File: src/rtl/mcu_spi_slave_if.sv
// Bus between the MCU SPI pins, the control block and mcu_spi_slave.
//   spi_io_ss/clk/din : MCU pins into the slave (asynchronous)
//   spi_io_dout       : MISO back to the MCU
//   data_in/_strobe/_start : received byte stream to the control block
//   data_out          : reply byte from the control block
// slave modport is the SPI slave; master modport is the MCU + control block side.
interface mcu_spi_slave_if;
  logic       spi_io_ss;
  logic       spi_io_clk;
  logic       spi_io_din;
  logic       spi_io_dout;
  logic [7:0] data_in;
  logic       data_in_strobe;
  logic       data_in_start;
  logic [7:0] data_out;

  modport slave (
    input  spi_io_ss, spi_io_clk, spi_io_din, data_out,
    output spi_io_dout, data_in, data_in_strobe, data_in_start
  );

  modport master (
    output spi_io_ss, spi_io_clk, spi_io_din, data_out,
    input  spi_io_dout, data_in, data_in_strobe, data_in_start
  );
endinterface

File: src/rtl/mcu_spi_slave.sv
// SPI slave, mode 0, MSB first, oversampled in the clk domain.
//   clk      : system clock
//   reset_n  : synchronous reset, active low
//   bus      : mcu_spi_slave_if.slave (SPI pins, received byte stream, reply byte)
// Received bytes come out on data_in with a one-clk data_in_strobe; data_in_start
// marks the first byte of a chip-select frame. The reply register tx_sr is loaded
// from data_out at frame start and two clocks after each strobe, so the reply to
// byte N is shifted out on MISO during byte N+1.
module mcu_spi_slave #(
  parameter int SYNC_STAGES = 2
) (
  input logic            clk,
  input logic            reset_n,
  mcu_spi_slave_if.slave bus
);

  typedef enum logic {IDLE, ACTIVE} state_t;
  state_t state, state_nx;

  logic [SYNC_STAGES-1:0] ss_sync, sck_sync, din_sync;
  logic                   ss_h, sck_h;
  // Marks when the history flop holds a real pin sample rather than its reset
  // value; blocks a false ss fall when ss is already low at reset release.
  logic [SYNC_STAGES:0]   fill;

  logic       ss_s, sck_s, din_s;
  logic       ss_fall, sck_rise, sck_fall;
  logic       start_xfer, abort;

  logic [7:0] rx_sr, tx_sr;
  logic [2:0] bit_cnt;
  logic       first;
  logic       byte_done;   // 8th bit captured, strobe goes out next clk
  logic       reload_pend; // strobe seen last clk, control block reply valid now

  assign ss_s  = ss_sync[SYNC_STAGES-1];
  assign sck_s = sck_sync[SYNC_STAGES-1];
  assign din_s = din_sync[SYNC_STAGES-1];

  assign ss_fall  = fill[SYNC_STAGES] & ss_h & ~ss_s;
  assign sck_rise = sck_s & ~sck_h;
  assign sck_fall = ~sck_s & sck_h;

  assign bus.spi_io_dout = tx_sr[7];

  always_ff @(posedge clk) begin
    if (!reset_n) begin
      ss_sync  <= '1;
      sck_sync <= '0;
      din_sync <= '0;
      ss_h     <= 1'b1;
      sck_h    <= 1'b0;
      fill     <= '0;
    end else begin
      ss_sync  <= {ss_sync[SYNC_STAGES-2:0],  bus.spi_io_ss};
      sck_sync <= {sck_sync[SYNC_STAGES-2:0], bus.spi_io_clk};
      din_sync <= {din_sync[SYNC_STAGES-2:0], bus.spi_io_din};
      ss_h     <= ss_s;
      sck_h    <= sck_s;
      fill     <= {fill[SYNC_STAGES-1:0], 1'b1};
    end
  end

  always_ff @(posedge clk) begin
    if (!reset_n) state <= IDLE;
    else          state <= state_nx;
  end

  always_comb begin
    state_nx   = state;
    start_xfer = 1'b0;
    abort      = 1'b0;
    case (state)
      IDLE: if (ss_fall) begin
        state_nx   = ACTIVE;
        start_xfer = 1'b1;
      end
      ACTIVE: if (ss_s) begin
        // ss rise beats a completing SCK rise in the same cycle
        state_nx = IDLE;
        abort    = 1'b1;
      end
      default: state_nx = IDLE;
    endcase
  end

  always_ff @(posedge clk) begin
    if (!reset_n) begin
      bus.data_in        <= 8'h00;
      bus.data_in_strobe <= 1'b0;
      bus.data_in_start  <= 1'b0;
      rx_sr              <= 8'h00;
      tx_sr              <= 8'h00;
      bit_cnt            <= 3'd0;
      first              <= 1'b1;
      byte_done          <= 1'b0;
      reload_pend        <= 1'b0;
    end else begin
      bus.data_in_strobe <= 1'b0;
      bus.data_in_start  <= 1'b0;
      if (start_xfer) begin
        bit_cnt     <= 3'd0;
        first       <= 1'b1;
        tx_sr       <= bus.data_out;
        rx_sr       <= 8'h00;
        byte_done   <= 1'b0;
        reload_pend <= 1'b0;
      end else if (abort) begin
        bit_cnt     <= 3'd0;
        first       <= 1'b1;
        byte_done   <= 1'b0;
        reload_pend <= 1'b0;
      end else if (state == ACTIVE) begin
        byte_done   <= sck_rise && (bit_cnt == 3'd7);
        reload_pend <= bus.data_in_strobe;
        if (sck_rise) begin
          rx_sr   <= {rx_sr[6:0], din_s};
          bit_cnt <= bit_cnt + 3'd1;
        end
        if (byte_done) begin
          bus.data_in        <= rx_sr;
          bus.data_in_strobe <= 1'b1;
          bus.data_in_start  <= first;
          first              <= 1'b0;
        end
        // Falling edge closing a byte (bit_cnt wrapped to 0) must not shift,
        // the freshly loaded reply MSB has to stay on MISO.
        if (reload_pend)
          tx_sr <= bus.data_out;
        else if (sck_fall && (bit_cnt != 3'd0))
          tx_sr <= {tx_sr[6:0], 1'b0};
      end
    end
  end

endmodule
File: src/flat_wrapper.sv
// flat-port wrapper written by rule: the top's interface ports become plain ports
module mcu_spi_slave_flat 
#(
  parameter int SYNC_STAGES = 2
)
  (clk, reset_n, bus_spi_io_ss, bus_spi_io_clk, bus_spi_io_din, bus_data_out, bus_spi_io_dout, bus_data_in, bus_data_in_strobe, bus_data_in_start);
  mcu_spi_slave_if bus_i ();
  input logic clk;
  input logic reset_n;
  input wire logic [$bits(bus_i.spi_io_ss)-1:0] bus_spi_io_ss;
  input wire logic [$bits(bus_i.spi_io_clk)-1:0] bus_spi_io_clk;
  input wire logic [$bits(bus_i.spi_io_din)-1:0] bus_spi_io_din;
  input wire logic [$bits(bus_i.data_out)-1:0] bus_data_out;
  output wire logic [$bits(bus_i.spi_io_dout)-1:0] bus_spi_io_dout;
  output wire logic [$bits(bus_i.data_in)-1:0] bus_data_in;
  output wire logic [$bits(bus_i.data_in_strobe)-1:0] bus_data_in_strobe;
  output wire logic [$bits(bus_i.data_in_start)-1:0] bus_data_in_start;
  assign bus_i.spi_io_ss = bus_spi_io_ss;
  assign bus_i.spi_io_clk = bus_spi_io_clk;
  assign bus_i.spi_io_din = bus_spi_io_din;
  assign bus_i.data_out = bus_data_out;
  assign bus_spi_io_dout = bus_i.spi_io_dout;
  assign bus_data_in = bus_i.data_in;
  assign bus_data_in_strobe = bus_i.data_in_strobe;
  assign bus_data_in_start = bus_i.data_in_start;
  mcu_spi_slave #(.SYNC_STAGES(SYNC_STAGES)) u_core (.clk(clk), .reset_n(reset_n), .bus(bus_i));
endmodule
File: config.mk
export PLATFORM = sky130hd
export DESIGN_NAME = mcu_spi_slave_flat
export DESIGN_NICKNAME = d
export VERILOG_FILES = /design/src/rtl/mcu_spi_slave_if.sv /design/src/rtl/mcu_spi_slave.sv /design/src/flat_wrapper.sv
export SDC_FILE = /design/constraint.sdc
export NUM_CORES = 1
export LEC_CHECK = 0
export BUFFER_PORTS_ARGS = -buffer_cell sky130_fd_sc_hd__clkbuf_2
export CAP_MARGIN = 10
export CORE_AREA = 2 2 68 70
export CTS_CLUSTER_SIZE = 40
export DETAILED_ROUTE_END_ITERATION = 8
export DIE_AREA = 0 0 70 72
export GPL_ROUTABILITY_DRIVEN = 0
export PLACE_DENSITY = 0.59
export SYNTH_ARGS = -nofsm -noshare
export SYNTH_HDL_FRONTEND = slang
export SYNTH_SLANG_ARGS = --single-unit
File: constraint.sdc
create_clock -name clk -period 4.45 [get_ports clk]
set_input_delay 0.2225 -clock clk [delete_from_list [all_inputs] [get_ports clk]]
set_output_delay 0.2225 -clock clk [all_outputs]
set_load 0.05 [all_outputs]
# Word level (Yosys, flattened, before mapping)
# Cells that the tools add are included.
# op_classes
div,0
n_bitwise,12
reduce_logical,14
eq_ne,2
muxes,13
magnitude_cmp,0
n_shift,0
n_addsub,1
n_mul,0
# op_table
op,n
$mux 8,5
$not 1->1,8
$mux 1,7
$reduce_and 3->1,2
$reduce_bool 3->1,2
$reduce_or 5->1,1
$and 1x1->1,4
$reduce_and 2->1,2
$reduce_and 4->1,1
$reduce_or 4->1,1
$add 3x1->3 const B,1
$eq 3x3->1 const B,1
$reduce_or 3->1,1
$logic_and 1x1->1,2
$ne 2x1->1 const B,1
$pmux 1 s2,1
$reduce_bool 2->1,1
$reduce_or 2->1,1
# totals
mem_bits_ro,0
n_memories,0
ff_bits,44
out_inout_bits,11
latch_bits,0
ram_bits,0
inputBits,13

# Longest topological paths before layout
# Gate-level depths: netlist of the first run.
# depth
word_depth,8
ltp_mapped,7
depth_no_buf,6

# Least setup slack after synthesis of the first run
# No wires, ideal clock.
# synth_timing
kind,register to register
start,register u_core.bit_cnt[0]
end,register u_core.tx_sr[5]
path_stages_with_launch,8
t_arrival_ns,1.378
required_time_ns,4.316
setup_ns,0.134
slack_ns,2.938
synth_period_minus_slack_ns,1.512
cell_sequence,dfxtp_1 -> inv_1 -> ha_1 -> nor2b_1 -> o311ai_4 -> and2_0 -> buf_2 -> a211oi_1
# synth_between
elab_chain_cells,4
# synth_rtl
item,line,text
"start, declared",mcu_spi_slave.sv:31,logic [2:0] bit_cnt;
"start signal, assigned",mcu_spi_slave.sv:118,bit_cnt <= bit_cnt + 3'd1;
$reduce_bool 3->1,mcu_spi_slave.sv:130,else if (sck_fall && (bit_cnt != 3'd0))
$logic_and 1x1->1,mcu_spi_slave.sv:130,
$reduce_bool 3->1 (no source line),-,
$reduce_and 3->1 (no source line),-,
"end signal, assigned",mcu_spi_slave.sv:104,tx_sr <= bus.data_out;
"end signal, assigned",mcu_spi_slave.sv:129,tx_sr <= bus.data_out;
"end signal, assigned",mcu_spi_slave.sv:131,"tx_sr <= {tx_sr[6:0], 1'b0};"
"end, declared",mcu_spi_slave.sv:30,"logic [7:0] rx_sr, tx_sr;"
# Every way passes these cells.
# A chain may end at the register's enable or synchronous reset.

# Worst setup path in the final report of the first run
# layout_timing
start,register u_core.state
end,register u_core.rx_sr[7]
# layout_between
elab_chain_cells,3
elab_cells_between_ends,5
# layout_rtl
item,line,text
"start, declared",mcu_spi_slave.sv:18,"state_t state, state_nx;"
"start signal, assigned",mcu_spi_slave.sv:66,else state <= state_nx;
$mux 1,mcu_spi_slave.sv:73,case (state)
$not 1->1 (no source line),-,
$reduce_and 3->1 (no source line),-,
"end signal, assigned",mcu_spi_slave.sv:117,"rx_sr <= {rx_sr[6:0], din_s};"
"end, declared",mcu_spi_slave.sv:30,
# Several ways; a longest one is shown, not always the timed one.

==> flow_summary.ini, run 1 <==
[route]
drt-wirelength-per-cell_um = 11.4
drtAntennaViolNets = 0
via_per_inst = 4.90
wl_um = 2840
dr.pass1.iters = 4
drt_first_iter_violations = 49
drc_errors = 0
dr_total_vias = 1220

[clocking]
cts.sinks = 44
cts_tree = built
clockRootBuffer = clkbuf_8
numCtsBuffers = 5
holdBufCountCts = 0
cts_resized = 0
post_cts_buffers = 0
path_clk_slew_ns = 0.08
htreeDepth = 2
cts_buffer_depth = 2
clock_latency_ns = 0.29

[layout]
fill_cells = 420
final_cell_mix = dfxtp_1, nand2_1, a21oi_1
fin_area_um2 = 1910
multi_input_area_um2 = 727
final_util = 0.449
final_common_cell = dfxtp_1
regArea_um2 = 881
nets = 212
antenna-diode-count = 0
final_layout_size_suffix_gt1_frac = 0.188
area_growth_pct = 14.7

[setup_path]
worst-path-max-fanout = 12
cp.arrival_ns = 2.07
cpLargestDelayFamily = simple AND/OR/NAND/NOR gates
crit_path_top_delay_cell = dfxtp_1
cp.required_ns = 4.68
crit_type = reg2reg
start_kind = flip-flop
critPathMaxStageDelay_ns = 0.62
cp-end-kind = flip-flop
cp_cell_sequence = nand3b_1 > nor2_1 > nand2_1 > a21oi_1
worst-path-buf-inv = 0

[placed_design]
io_buffer_count = 23
dp_hpwl_um = 2040
place_area_um2 = 1810

[die]
row_count = 24
initial_core_util = 0.391
die_h_um = 72
fp.dieW_um = 70
die_area_um2 = 5040
core-area_um2 = 4260
io_pins = 24

[sta]
fin_tns_setup_ns = 0
setup_violations = 0
slew_headroom = 0.674
fmax_ghz = 0.543
fin_crit_ns = 1.84
finalHoldViolations = 0
clock-skew-final_ns = 0.00707
slew_viol_final = 0
rsz0062_at_grt = no
tightest_slew_ns = 0.487
fin_crit_sh = 0.414

[global_route]
grtUsageMet3 = 0.0528
use_met1 = 0.152
grt_usage = 0.128
top_usage_layer = met2
grt_overflow = 0
antenna_found_initial = 0
grt_pass1_vias = 1186
grt_use_met2 = 0.213
grt_pass1_wl_um = 5150
grt_max_degree = 17

[yosys]
syn_inst = 174
synth_edf_count = 0
synthesis.nets = 190
synth_xor_xnor_area_share = 0.00525
synth-adder-area-share = 0.0225
netlist_area_um2 = 1670
ys_types = 31
ys_async_sr_fraction = 0
synth_top_family_by_area = simple AND/OR/NAND/NOR gates
synthMuxAreaShare = 0.0600
yosys_warnings = 0
ys_ff_latch = 44
synth_compound_area_frac = 0.170
syn_avg_cell_area_um2 = 9.59
synth_seq_area_share = 0.528
synth_flop_cell = dfxtp_1
synth-simple-area-share = 0.178

[power]
powerDensity_nw_per_um2 = 374
leakage_nw = 0.762
vdd_drop_max_v = 0.000205

[hold_path]
hp-class = in2reg

[flow_run]
drv_cap = 0

[outcome]
status = complete, no violations
[Yosys cell counts (all sizes together), types with 2 or more instances]
cell    instances  share of area
dfxtp          44           0.53
nand2          27          0.061
a21oi          25          0.077
mux2i          10          0.060
nor2           10          0.028
and2            9          0.034
o21ai           9          0.027
a211oi          7          0.031
clkbuf          5          0.011
inv             5          0.011
nand2b          5          0.019
buf             3          0.014
ha              3          0.022
a21o            2         0.0097
[state kept, by name, indices dropped and copies added (netlist names), 2 cells and up]
register,flops
u_core.bus.data_in,8
u_core.rx_sr,8
u_core.tx_sr,8
u_core.bit_cnt,3
u_core.fill,3
u_core.din_sync,2
u_core.sck_sync,2
u_core.ss_sync,2
[logic make-up (layout without fill, tap and decap cells)]
| group | Yosys count | after routing |
|---|---|---|
| simple gates | 57 | 57 |
| fa+ha+maj | 3 | 3 |
| buf+inv | 13 | 36 |
| flops | 44 | 44 |
| compound gates | 46 | 46 |
| xor+xnor | 1 | 1 |
| mux | 10 | 10 |
[metal layers]
metal  part of all wire  vias to the layer above
met5                  0                        -
met4              0.013                        0
met3              0.065                        5
met2               0.44                       25
met1               0.48                      556
li1                   -                      634
[power breakdown]
group,internal (mW),leakage (nW),switching [mW],total [mW]
Sequential,0.399,0.357,0.00384,0.403
Clock,0.166,0.0552,0.126,0.293
Combinational,0.00944,0.350,0.0105,0.0199
Total,0.575,0.762,0.141,0.715
[final timing paths]
check,startpoint,end,slack (ns),cells after the start
hold reg to reg,u_core.ss_sync[0]$_SDFF_PN1_,u_core.ss_sync[1]$_SDFF_PN1_,0.42,1
hold / removal,bus_spi_io_ss,u_core.ss_sync[0]$_SDFF_PN1_,0.10,2
setup reg to reg,u_core.state$_SDFF_PN0_,u_core.rx_sr[7]$_SDFFE_PP0P_,2.61,4
setup / recovery,u_core.state$_SDFF_PN0_,u_core.rx_sr[7]$_SDFFE_PP0P_,2.61,4
[layout make-up]
type,instances,share of cell area
timing repair buffer,23,0.0601
multi-input combinational,117,0.380
inverter,5,0.00980
sequential,44,0.460
clock inverter,2,0.0183
tap,52,0.0340
clock buffer,6,0.0379
[through the flow]
stage / std cells / power [mW] / setup WS (ns) / hold slack [ns]
2_1_floorplan: 174 / 0.425 / 2.94 / 0.250
3_3_place_gp: 241 / 0.432 / 2.66 / 0.393
3_5_place_dp: 241 / 0.432 / 2.63 / 0.400
4_1_cts: 249 / 0.724 / 2.62 / 0.0977
5_1_grt: 249 / 0.746 / 2.38 / 0.106
6_report: 249 / 0.715 / 2.61 / 0.104
[worst reg2reg max path, stage by stage (launching register included)]
cell      delay, ns
dfxtp_1        0.62
nand3b_1       0.42
nor2_1         0.50
nand2_1        0.12
a21oi_1        0.13
(Power assumes the default switching activity.)
==> inputs of run 2 (changes only) <==
ABC_AREA = 1   (was unset)
CORE_AREA = 2 2 69 71   (was 2 2 68 70)
DIE_AREA = 0 0 71 73   (was 0 0 70 72)
clock period = 1.8 ns   (was 4.45 ns; I/O delays follow)
==> flow_summary.ini, run 2 <==
[clocking]
cts.sinks = 44
clockRootBuffer = clkbuf_8
cts_resized = 0
cts_buffer_depth = 2
holdBufCountCts = 3
clock_latency_ns = 0.30
path_clk_slew_ns = 0.08
numCtsBuffers = 5
htreeDepth = 2
cts_tree = built
post_cts_buffers = 0

[sta]
finalHoldViolations = 0
fin_crit_ns = 1.41
fin_tns_setup_ns = 0
fin_crit_sh = 0.784
slew_headroom = 0.767
setup_violations = 0
clock-skew-final_ns = 0.00756
fmax_ghz = 0.708
slew_viol_final = 0
whs_ns = 0.00399
tightest_slew_ns = 0.349
rsz0062_at_grt = no

[die]
initial_core_util = 0.377
io_pins = 24
die_area_um2 = 5180
row_count = 25
core-area_um2 = 4540
fp.dieW_um = 71
die_h_um = 73

[yosys]
yosysMostFrequentCell = nand2_1
syn_inst = 224
syn_avg_cell_area_um2 = 7.63
synthesis.nets = 240
ys_ff_latch = 44
ys_async_sr_fraction = 0
netlist_area_um2 = 1710
synth_seq_area_share = 0.515
yosys.area.top_type = dfxtp_1
yosys_warnings = 0
ys_types = 20
synth_edf_count = 0
netlist.area_leader.share = 0.515
synth_common_cells = nand2_1, dfxtp_1, nor2_1, inv_1, a21oi_1
synth_flop_cell = dfxtp_1
synth_area_leaders = dfxtp_1, nand2_1, nor2_1

[global_route]
grt_usage = 0.137
grt_pass1_wl_um = 5620
grt_pass1_vias = 1320
grt_overflow = 0
grt_max_degree = 16
antenna_found_initial = 0

[setup_path]
cp_cell_sequence = nor2_2 > nand2_4 > nand2_1 > nand2_1 > nand2_1 > nor2_1 > nor2_1
cp-end-kind = flip-flop
start_kind = flip-flop
cp.required_ns = 2.00
critPathMaxStageDelay_ns = 0.53
crit_type = reg2reg
cpLargestDelayFamily = simple AND/OR/NAND/NOR gates
crit_path_top_delay_cell = dfxtp_1
worst-path-buf-inv = 0
crit_path_frequent_cell = nand2_1
cp.arrival_ns = 1.61
worst-path-max-fanout = 10

[power]
pwr-share-seq = 0.592
combPwrFrac = 0.031
powerDensity_nw_per_um2 = 838
netSwitchingPower_uw = 352
leakage_nw = 1.04
swShare = 0.211
p_int_mw = 1.32
vdd_drop_max_v = 0.000448
clockPowerShare = 0.377

[layout]
area_growth_pct = 16.7
biggestRegsByFlops = u_core.bus.data_in (8), u_core.rx_sr (8), u_core.tx_sr (8)
final_util = 0.440
final_cell_mix = nand2_1, dfxtp_1, nor2_1
nets = 271
final_common_cell = nand2_1
final_layout_size_suffix_gt1_frac = 0.168
antenna-diode-count = 0
stdcell_count = 310
fin_area_um2 = 1990

[outcome]
status = complete, no violations

[route]
dr_total_vias = 1401
wl_um = 3120
drc_errors = 0
drt_first_iter_violations = 54
drt-wirelength-per-cell_um = 10.1
dr.pass1.iters = 4
drtAntennaViolNets = 0
via_per_inst = 4.52

[placed_design]
dpl.cell_count = 299
io_buffer_count = 23
place_area_um2 = 1870
dp_hpwl_um = 2140

[flow_run]
drv_cap = 0

[hold_path]
hp-class = in2reg
run 2: stage by stage:
step	power, mW	setup WS [ns]
2_1_floorplan	1.04	0.595
3_3_place_gp	1.06	0.399
3_5_place_dp	1.06	0.424
4_1_cts	1.69	0.385
5_1_grt	1.74	0.229
6_report	1.67	0.388
run 2: cells by family (layout without fill, tap and decap cells):
logic type               after synthesis  in the layout  share of synthesized area
flip-flops                            44             44                      0.515
AND/OR/NAND/NOR                      116            116                      0.294
AO/OA/AOI/OAI                         27             27                     0.0835
adder cells (fa/ha/maj)                3              3                     0.0220
buffers and inverters                 34             66                     0.0849
run 2: power by group through the flow:
| stage | Clock [mW] | Combinational, mW | Sequential [mW] |
|---|---|---|---|
| detailed placement | 0 | 0.0485 | 1.01 |
| finish | 0.630 | 0.0524 | 0.989 |
| global placement | 0 | 0.0480 | 1.01 |
| CTS | 0.648 | 0.0537 | 0.989 |
| floorplan | 0 | 0.0300 | 1.01 |
| global route | 0.693 | 0.0597 | 0.990 |
run 2: path summary, 6_finish.rpt:
path                           startpoint                            to  slack, ns  cells past startpoint
max          u_core.ss_sync[1]$_SDFF_PN1_  u_core.tx_sr[7]$_SDFFE_PN0P_       0.39                      7
min                               reset_n        u_core.fill[0]$_DFF_P_      0.004                      1
max reg2reg  u_core.ss_sync[1]$_SDFF_PN1_  u_core.tx_sr[7]$_SDFFE_PN0P_       0.39                      7
min reg2reg        u_core.fill[0]$_DFF_P_     u_core.fill[1]$_SDFF_PN0_       0.41                      2
run 2: area by class of cell:
type	instances	area, um^2
Timing Repair Buffer	28	160
Tap cell	54	67.6
Multi-Input combinational cell	146	683
Clock buffer	8	90.1
Sequential cell	44	881
Fill cell	481	2540
Inverter	30	113
run 2: worst register-to-register path: stages (launching register included):
cell,delay [ns]
dfxtp_1,0.53
nor2_2,0.09
nand2_4,0.16
nand2_1,0.22
nand2_1,0.12
nand2_1,0.05
nor2_1,0.10
nor2_1,0.05
run 2: routing by layer:
layer  vias up  track usage  wire length (um)
met5         -            0                 0
met4         0       0.0503                55
met1       636        0.161              1510
met3         5       0.0456               109
li1        744            -                 -
met2        16        0.234              1450
